`config.mk`:
```
export PLATFORM = sky130hd
export DESIGN_NAME = reg_file_param
export DESIGN_NICKNAME = d
export VERILOG_FILES = /design/src/rtl/reg_file_param.sv
export SDC_FILE = /design/constraint.sdc
export NUM_CORES = 2
export LEC_CHECK = 0
export CAP_MARGIN = 20
export CORE_UTILIZATION = 39
export CTS_BUF_LIST = sky130_fd_sc_hd__clkbuf_16
export CTS_CLUSTER_SIZE = 16
export DETAILED_ROUTE_END_ITERATION = 10
export DONT_BUFFER_PORTS = 1
export PLACE_DENSITY_LB_ADDON = 0.1
export SYNTH_ARGS = -nofsm -noshare
export SYNTH_HDL_FRONTEND = slang
export SYNTH_SLANG_ARGS = --single-unit
```
`constraint.sdc`:
```
create_clock -name clk -period 18.2 [get_ports clk]
set_input_delay 2.73 -clock clk [delete_from_list [all_inputs] [get_ports clk]]
set_output_delay 2.73 -clock clk [all_outputs]
set_load 0.1 [all_outputs]
```
`src/rtl/reg_file_param.sv`:
```
// Parameterised register file with two combinational read ports, one data write port
// and a dedicated link-register write port, plus a sequential clear engine.
// Latency: reads are combinational; writes land at the rising edge.
// Backpressure: the clear takes NUM_REGS cycles with ready low, and writes are dropped then (wr_err pulse).
//
// Ports:
//   clk, rst_n           - clock, asynchronous active-low reset
//   Rn, Rm               - read indices for ports A and B
//   Rd, data_write       - data write index and value
//   return_address       - value written to the link register
//   reg_wr               - write mode: bit0 Rd write, bit1 link write
//   clr_req              - request a full-file clear (taken only while ready)
//   Reg_Rn, Reg_Rm       - read data for ports A and B
//   ready                - file is out of clear and accepting writes
//   wr_err               - one-cycle pulse, a write was dropped during the clear
module reg_file_param #(
    parameter int DATA_W   = 64,
    parameter int NUM_REGS = 32,
    parameter int ZR_IDX   = NUM_REGS - 1,
    parameter int LR_IDX   = NUM_REGS - 2,
    parameter int BYPASS   = 1,
    localparam int AW      = $clog2(NUM_REGS)
) (
    input  logic              clk,
    input  logic              rst_n,
    input  logic [AW-1:0]     Rn,
    input  logic [AW-1:0]     Rm,
    input  logic [AW-1:0]     Rd,
    input  logic [DATA_W-1:0] data_write,
    input  logic [DATA_W-1:0] return_address,
    input  logic [1:0]        reg_wr,
    input  logic              clr_req,
    output logic [DATA_W-1:0] Reg_Rn,
    output logic [DATA_W-1:0] Reg_Rm,
    output logic              ready,
    output logic              wr_err
);

    localparam logic [AW-1:0] ZR_A     = AW'(ZR_IDX);
    localparam logic [AW-1:0] LR_A     = AW'(LR_IDX);
    localparam logic [AW-1:0] CNT_LAST = AW'(NUM_REGS - 1);

    typedef enum logic {
        ST_CLEAR = 1'b0,
        ST_READY = 1'b1
    } state_t;

    state_t          state_q, state_d;
    logic [AW-1:0]   cnt_q, cnt_d;
    logic            wr_err_q, wr_err_d;

    // Storage has no reset: a reset always forces a full clear sweep and
    // reads are masked to zero until the sweep completes.
    logic [DATA_W-1:0] regs_q [NUM_REGS];

    logic clr_en;
    logic wr_rd_en;
    logic wr_lr_en;

    // ------------------------------------------------------------------
    // Control state
    // ------------------------------------------------------------------
    always_ff @(posedge clk or negedge rst_n) begin
        if (!rst_n) begin
            state_q  <= ST_CLEAR;
            cnt_q    <= '0;
            wr_err_q <= 1'b0;
        end else begin
            state_q  <= state_d;
            cnt_q    <= cnt_d;
            wr_err_q <= wr_err_d;
        end
    end

    always_comb begin
        state_d  = state_q;
        cnt_d    = cnt_q;
        wr_err_d = 1'b0;
        clr_en   = 1'b0;
        wr_rd_en = 1'b0;
        wr_lr_en = 1'b0;
        case (state_q)
            ST_CLEAR: begin
                clr_en   = 1'b1;
                // Any write attempt during the sweep is discarded and flagged.
                wr_err_d = |reg_wr;
                if (cnt_q == CNT_LAST) begin
                    state_d = ST_READY;
                    cnt_d   = '0;
                end else begin
                    cnt_d = cnt_q + 1'b1;
                end
            end
            ST_READY: begin
                wr_rd_en = reg_wr[0] && (Rd != ZR_A);
                wr_lr_en = reg_wr[1] && (LR_A != ZR_A);
                // Writes in the request cycle still complete; the sweep
                // starts from index 0 on the next edge.
                if (clr_req) begin
                    state_d = ST_CLEAR;
                    cnt_d   = '0;
                end
            end
            default: begin
                state_d = ST_CLEAR;
                cnt_d   = '0;
            end
        endcase
    end

    // ------------------------------------------------------------------
    // Storage array. The link write is placed last so it wins when
    // Rd targets the link register in the same cycle.
    // ------------------------------------------------------------------
    always_ff @(posedge clk) begin
        if (clr_en) begin
            regs_q[cnt_q] <= '0;
        end
        if (wr_rd_en) begin
            regs_q[Rd] <= data_write;
        end
        if (wr_lr_en) begin
            regs_q[LR_A] <= return_address;
        end
    end

    // ------------------------------------------------------------------
    // Read ports
    // ------------------------------------------------------------------
    function automatic logic [DATA_W-1:0] read_port(
        input logic [AW-1:0]     idx,
        input state_t            st,
        input logic              rd_en,
        input logic              lr_en,
        input logic [AW-1:0]     wr_idx,
        input logic [DATA_W-1:0] wr_dat,
        input logic [DATA_W-1:0] lr_dat,
        input logic [DATA_W-1:0] stored
    );
        logic [DATA_W-1:0] val;
        val = stored;
        if (st != ST_READY || idx == ZR_A) begin
            val = '0;
        end else if (BYPASS != 0 && lr_en && idx == LR_A) begin
            val = lr_dat;
        end else if (BYPASS != 0 && rd_en && idx == wr_idx) begin
            val = wr_dat;
        end
        return val;
    endfunction

    always_comb begin
        Reg_Rn = read_port(Rn, state_q, wr_rd_en, wr_lr_en, Rd,
                           data_write, return_address, regs_q[Rn]);
    end

    always_comb begin
        Reg_Rm = read_port(Rm, state_q, wr_rd_en, wr_lr_en, Rd,
                           data_write, return_address, regs_q[Rm]);
    end

    assign ready  = (state_q == ST_READY);
    assign wr_err = wr_err_q;

endmodule

```
== Yosys cells after proc, flatten, opt, wreduce, memory -nomap -nowiden ==
Memories as Yosys holds them, arrays and structs flattened.
Index checks and enable logic that the tools add are counted.
Word-level totals
  bits in writable memories: 2048
  word-level logic and storage cells: 47
  input bits: 148
  memories kept: 1
  register bits after elaboration: 7
  output and inout bits: 130
Memory list
  regs_q: words 32, bits a word 64, rd ports 2, clocked after Yosys merged registers in 0, wr ports 2, RTL line 54  | logic [DATA_W-1:0] regs_q [NUM_REGS];
Cells by class
  bitwise operators: 1
  add/sub/neg operators: 1
  multiplexer cells: 23
  reduce and logical (&&, ||, !) cells: 9
  eq/ne operators: 9
Operators by type and width (number)
  two-way mux 64 bit: 7
  OR reduction 64 bit: 1
  == test 5 bit, second input constant: 5
  two-way mux 5 bit: 3
  two-way mux 1 bit: 11
  == test 5 bit: 2
  case mux 5 bit (2 select lines): 1
  adder 5 x 1 -> 5 bit, second input constant: 1
  logical AND 1 bit: 5
  != test 5 bit, second input constant: 1
  logical OR 1 bit: 2
  != test 2 bit, second input constant: 1
  case mux 1 bit (2 select lines): 1
  OR reduction 2 bit: 1
  inverter 1 bit: 1

== Logic depth before layout (Yosys ltp) ==
  word-level depth: 7
  depth in mapped cells: 12
  mapped depth without buffers: 6

== Least setup slack after synthesis ==
OpenSTA, ideal clock, no wires.
  path kind: input to output
  start point: input Rn[0]
  end point: output Reg_Rn[47]
  stages on the path: 8
  data arrival time: 6.959 ns
  path buffers: 4
  data required time: 15.470 ns
  path slack: 8.511 ns
  cell sequence: buf_6 buf_4 buf_6 or4_1 buf_2 nand2_2 a211oi_1 nor4_1
On the way
  word-level cells in the longest chain between the ends: 5
RTL lines
  from (decl): RTL line 26  | input logic [AW-1:0] Rn,
  parallel branches: the longest is 4 deep, another holds memory read (32 x 64 bit)
  two-way mux 64 bit *: RTL line 142  | if (st != ST_READY || idx == ZR_A) begin
  to (decl): RTL line 33  | output logic [DATA_W-1:0] Reg_Rn,
Mark *: on every way between the ends.

== Final worst setup path ==
  start point: input Rn[0]
  end point: output Reg_Rn[12]
The elaborated chain is that of the path after synthesis.

==> metrics <==
register share of total power=around 45%; CTS tree=done; # H-tree levels=4; post-synthesis register bit count=2055; leak pwr=35.7 nW; First-pass DRT Iterations=9; routed vias=60092; Sw Ratio=30.9%; Syn Nets=between 5000 and 6000; GPL Wtd Cong=0.941; io pins=278; largest net degree at the start of global routing=466; asr flop ratio synth=0.341%; grt ovf=0; most frequent cell on the critical path=o21ai_0; global-route total usage across every layer=29.0%; status=complete, but fails checks; register area share after synthesis=between 60% and 70%; Clock Latency Late Sink=about 880 ps; fin nets=5540; crit-path max FO=roughly 450; TritonCTS buffer count=221; Hold Crit Class=reg -> reg; Syn-to-layout area delta=12.7%; initial antenna violation count=23; Comb pwr share=21.5%; crit path capture type=primary output; crit path launch type=primary input; crit share post-route=between 60 and 70%; synthesized area=98900 µm²; routed vias/inst=6.71; Initial Utilization=39.3%; row count=184; post-layout util=44.3%; RSZ-0062 raised after global routing=no; Core Area=~250000 µm²; failing checks=DRC, slew limit; max_cap viols=0; DR WL/cell=41.6 µm; Slew HR=-63.4%; Post-synth top cells=edfxtp_1 (2048), mux4_2 (984), mux2i_1 (304); Final Hold Viols=0; most frequent cell after synthesis=edfxtp_1; DRT antenna net count=0; Synth cell types=70; arrival time at the worst endpoint=between 8000 and 9000 ps; Ys Warns=0; Post-CTS Resized=0; Post-CTS Setup Inserts=0; crit path time final=10940 ps; Pwr Density=124 nW/µm²; pins over their slew limit=894; fmax=roughly 90 MHz; sequence of cells on the critical path=inv_6 > buf_4 > nand2_1 > a32oi_1 > o21ai_0 > o21ai_0 > o211a_1; Worst Max-Slew Pin Slew=approximately 2500 ps; Synth area leader=edfxtp_1; Port Buf Inserts=0; Die Height=506 µm; DRT iter0 DRCs=8165; CP max stage cell=inv_6; deepest clock path buffer count=3; final setup TNS=0 ps; Main synth FF type=edfxtp_1; data required time of the worst path=15470 ps; residual DRC count=38; top cells by area, synth=edfxtp_1 (62%), mux4_2 (22%), mux2i_1 (3.1%); clk root buf=clkbuf_16; die width=506 µm; share of layout cells above drive strength 1=30.6%; DPL Wire Length=203 mm; Avg Inst Size Synth=18.3 µm²; fin worst setup slack=roughly 7300 ps; first-pass GRT wire length=510 mm; post-synth top area share=62.2%; slowest cell delay on critical path=1590 ps; vias in the first global route=59017; Crit Path Class=in -> out; Post-CTS Hold Buffers=0; Worst Skew=~22 ps; Total Wirelength=373 mm; Post-Syn Instances=5391; Psw=roughly 4.3 mW; P_int=~9.6 mW; clock slew at reported path FFs=60 ps; number of enable flip-flop cells after synthesis=2048; final setup fails=0; setup slack after placement=a little under 9000 ps; Peak VDD IR=between 0.08 and 0.09 mV; Clock power frac=34.0%; Die ar.=256000 µm²; Filler Cell Count=21562; Final Power=13.8 mW; CTS sink cnt=a little over 2000
## power groups by stage
| stage | logic [mW] | registers (mW) | clock network [mW] |
|---|---|---|---|
| 2_1_floorplan | 1.81 | 6.21 | 0 |
| 3_3_place_gp | 2.83 | 6.23 | 0 |
| 3_5_place_dp | 2.86 | 6.24 | 0 |
| 4_1_cts | 2.87 | 6.14 | 4.75 |
| 5_1_grt | 3.02 | 6.20 | 4.92 |
| 6_report | 2.98 | 6.15 | 4.70 |
## path summary, 6_finish.rpt
| kind | start | endpoint | slack, ps | depth (start not counted) |
|---|---|---|---|---|
| worst max-delay path | Rn[0] | Reg_Rn[12] | 7260 | 7 |
| worst min-delay path | cnt_q[3] | cnt_q[3] | 570 | 1 |
| worst max register to register | ready | regs_q[13][63] | 12580 | 8 |
| worst min register to register | cnt_q[3] | cnt_q[3] | 570 | 1 |
| max in group asynchronous | rst_n | ready | 16570 | 0 |
| min in group asynchronous | rst_n | wr_err | 1540 | 0 |
## metal layers
metal / vias up / share of wire, % / track usage (%)
met5: - / 0.029 / 0
met4: 2 / 4.7 / 12.4
met3: 710 / 8.6 / 5.82
met2: 3367 / 47 / 45.2
met1: 32960 / 40 / 39.5
li1: 23053 / - / -
## placed cells by master, fill, tap and decap left out, drive strengths merged, types with 7 or more instances in the layout
cell    instances
clkinv        106
and2           70
nor2          117
nor3           31
clkbuf        230
mux4          984
nand2b          9
a221o           7
nor4           15
nor2b         142
o221ai         15
a21oi         104
dfrtp           7
a32o            7
nand4          31
a22o           65
o22ai          90
a31oi          60
nand2         265
edfxtp       2048
bufinv         35
mux2           23
a211o          27
mux2i         304
inv            54
a32oi          10
diode          25
buf           219
and3            8
nand3b         10
nand3          83
a211oi        147
a22oi          64
o21ai         116
## critical path, delay by kind of cell
family                 cells  cell delay (ps)
AO/OA/AOI/OAI              4             1790
buffers and inverters      2             2350
AND/OR/NAND/NOR            1              130
## area by class of cell
class                           count  area (µm²)  share of cell area (%)
Antenna cell                       25        62.6                  0.0561
Clock buffer                      225        5630                    5.05
Clock inverter                    191        1870                    1.67
Inverter                           10        42.5                  0.0382
Multi-Input combinational cell   2878       35400                    31.8
Sequential cell                  2055       61700                    55.3
Tap cell                         3348        4190                    3.76
Timing Repair Buffer              224        2560                    2.30
## state kept, by name, indices dropped and copies added (netlist names)
register  flops
cnt_q         5
ready         1
regs_q     2048
wr_err        1
## metrics by stage
stage               area, µm²  cells  hold slack [ps]
global route           111000   8948              609
detailed placement     103000   8489              554
floorplan               98900   5391              481
global placement       103000   8475              549
CTS                    111000   8905              559
finish                 111000   8956              569
## kinds of logic (layout without fill, tap and decap cells)
kind of cell / after synthesis / count (layout) / synth area share, %
flip-flops: 2055 / 2055 / 62.4
AO/OA/AOI/OAI: 757 / 757 / 5.24
buffers and inverters: 458 / 650 / 2.54
XOR/XNOR: 10 / 10 / 0.0886
multiplexers: 1311 / 1311 / 25.7
other: 0 / 25 / 0
adder cells (fa/ha/maj): 2 / 2 / 0.0253
AND/OR/NAND/NOR: 798 / 798 / 4.00
Note: power is estimated with default switching activity, not from simulation.
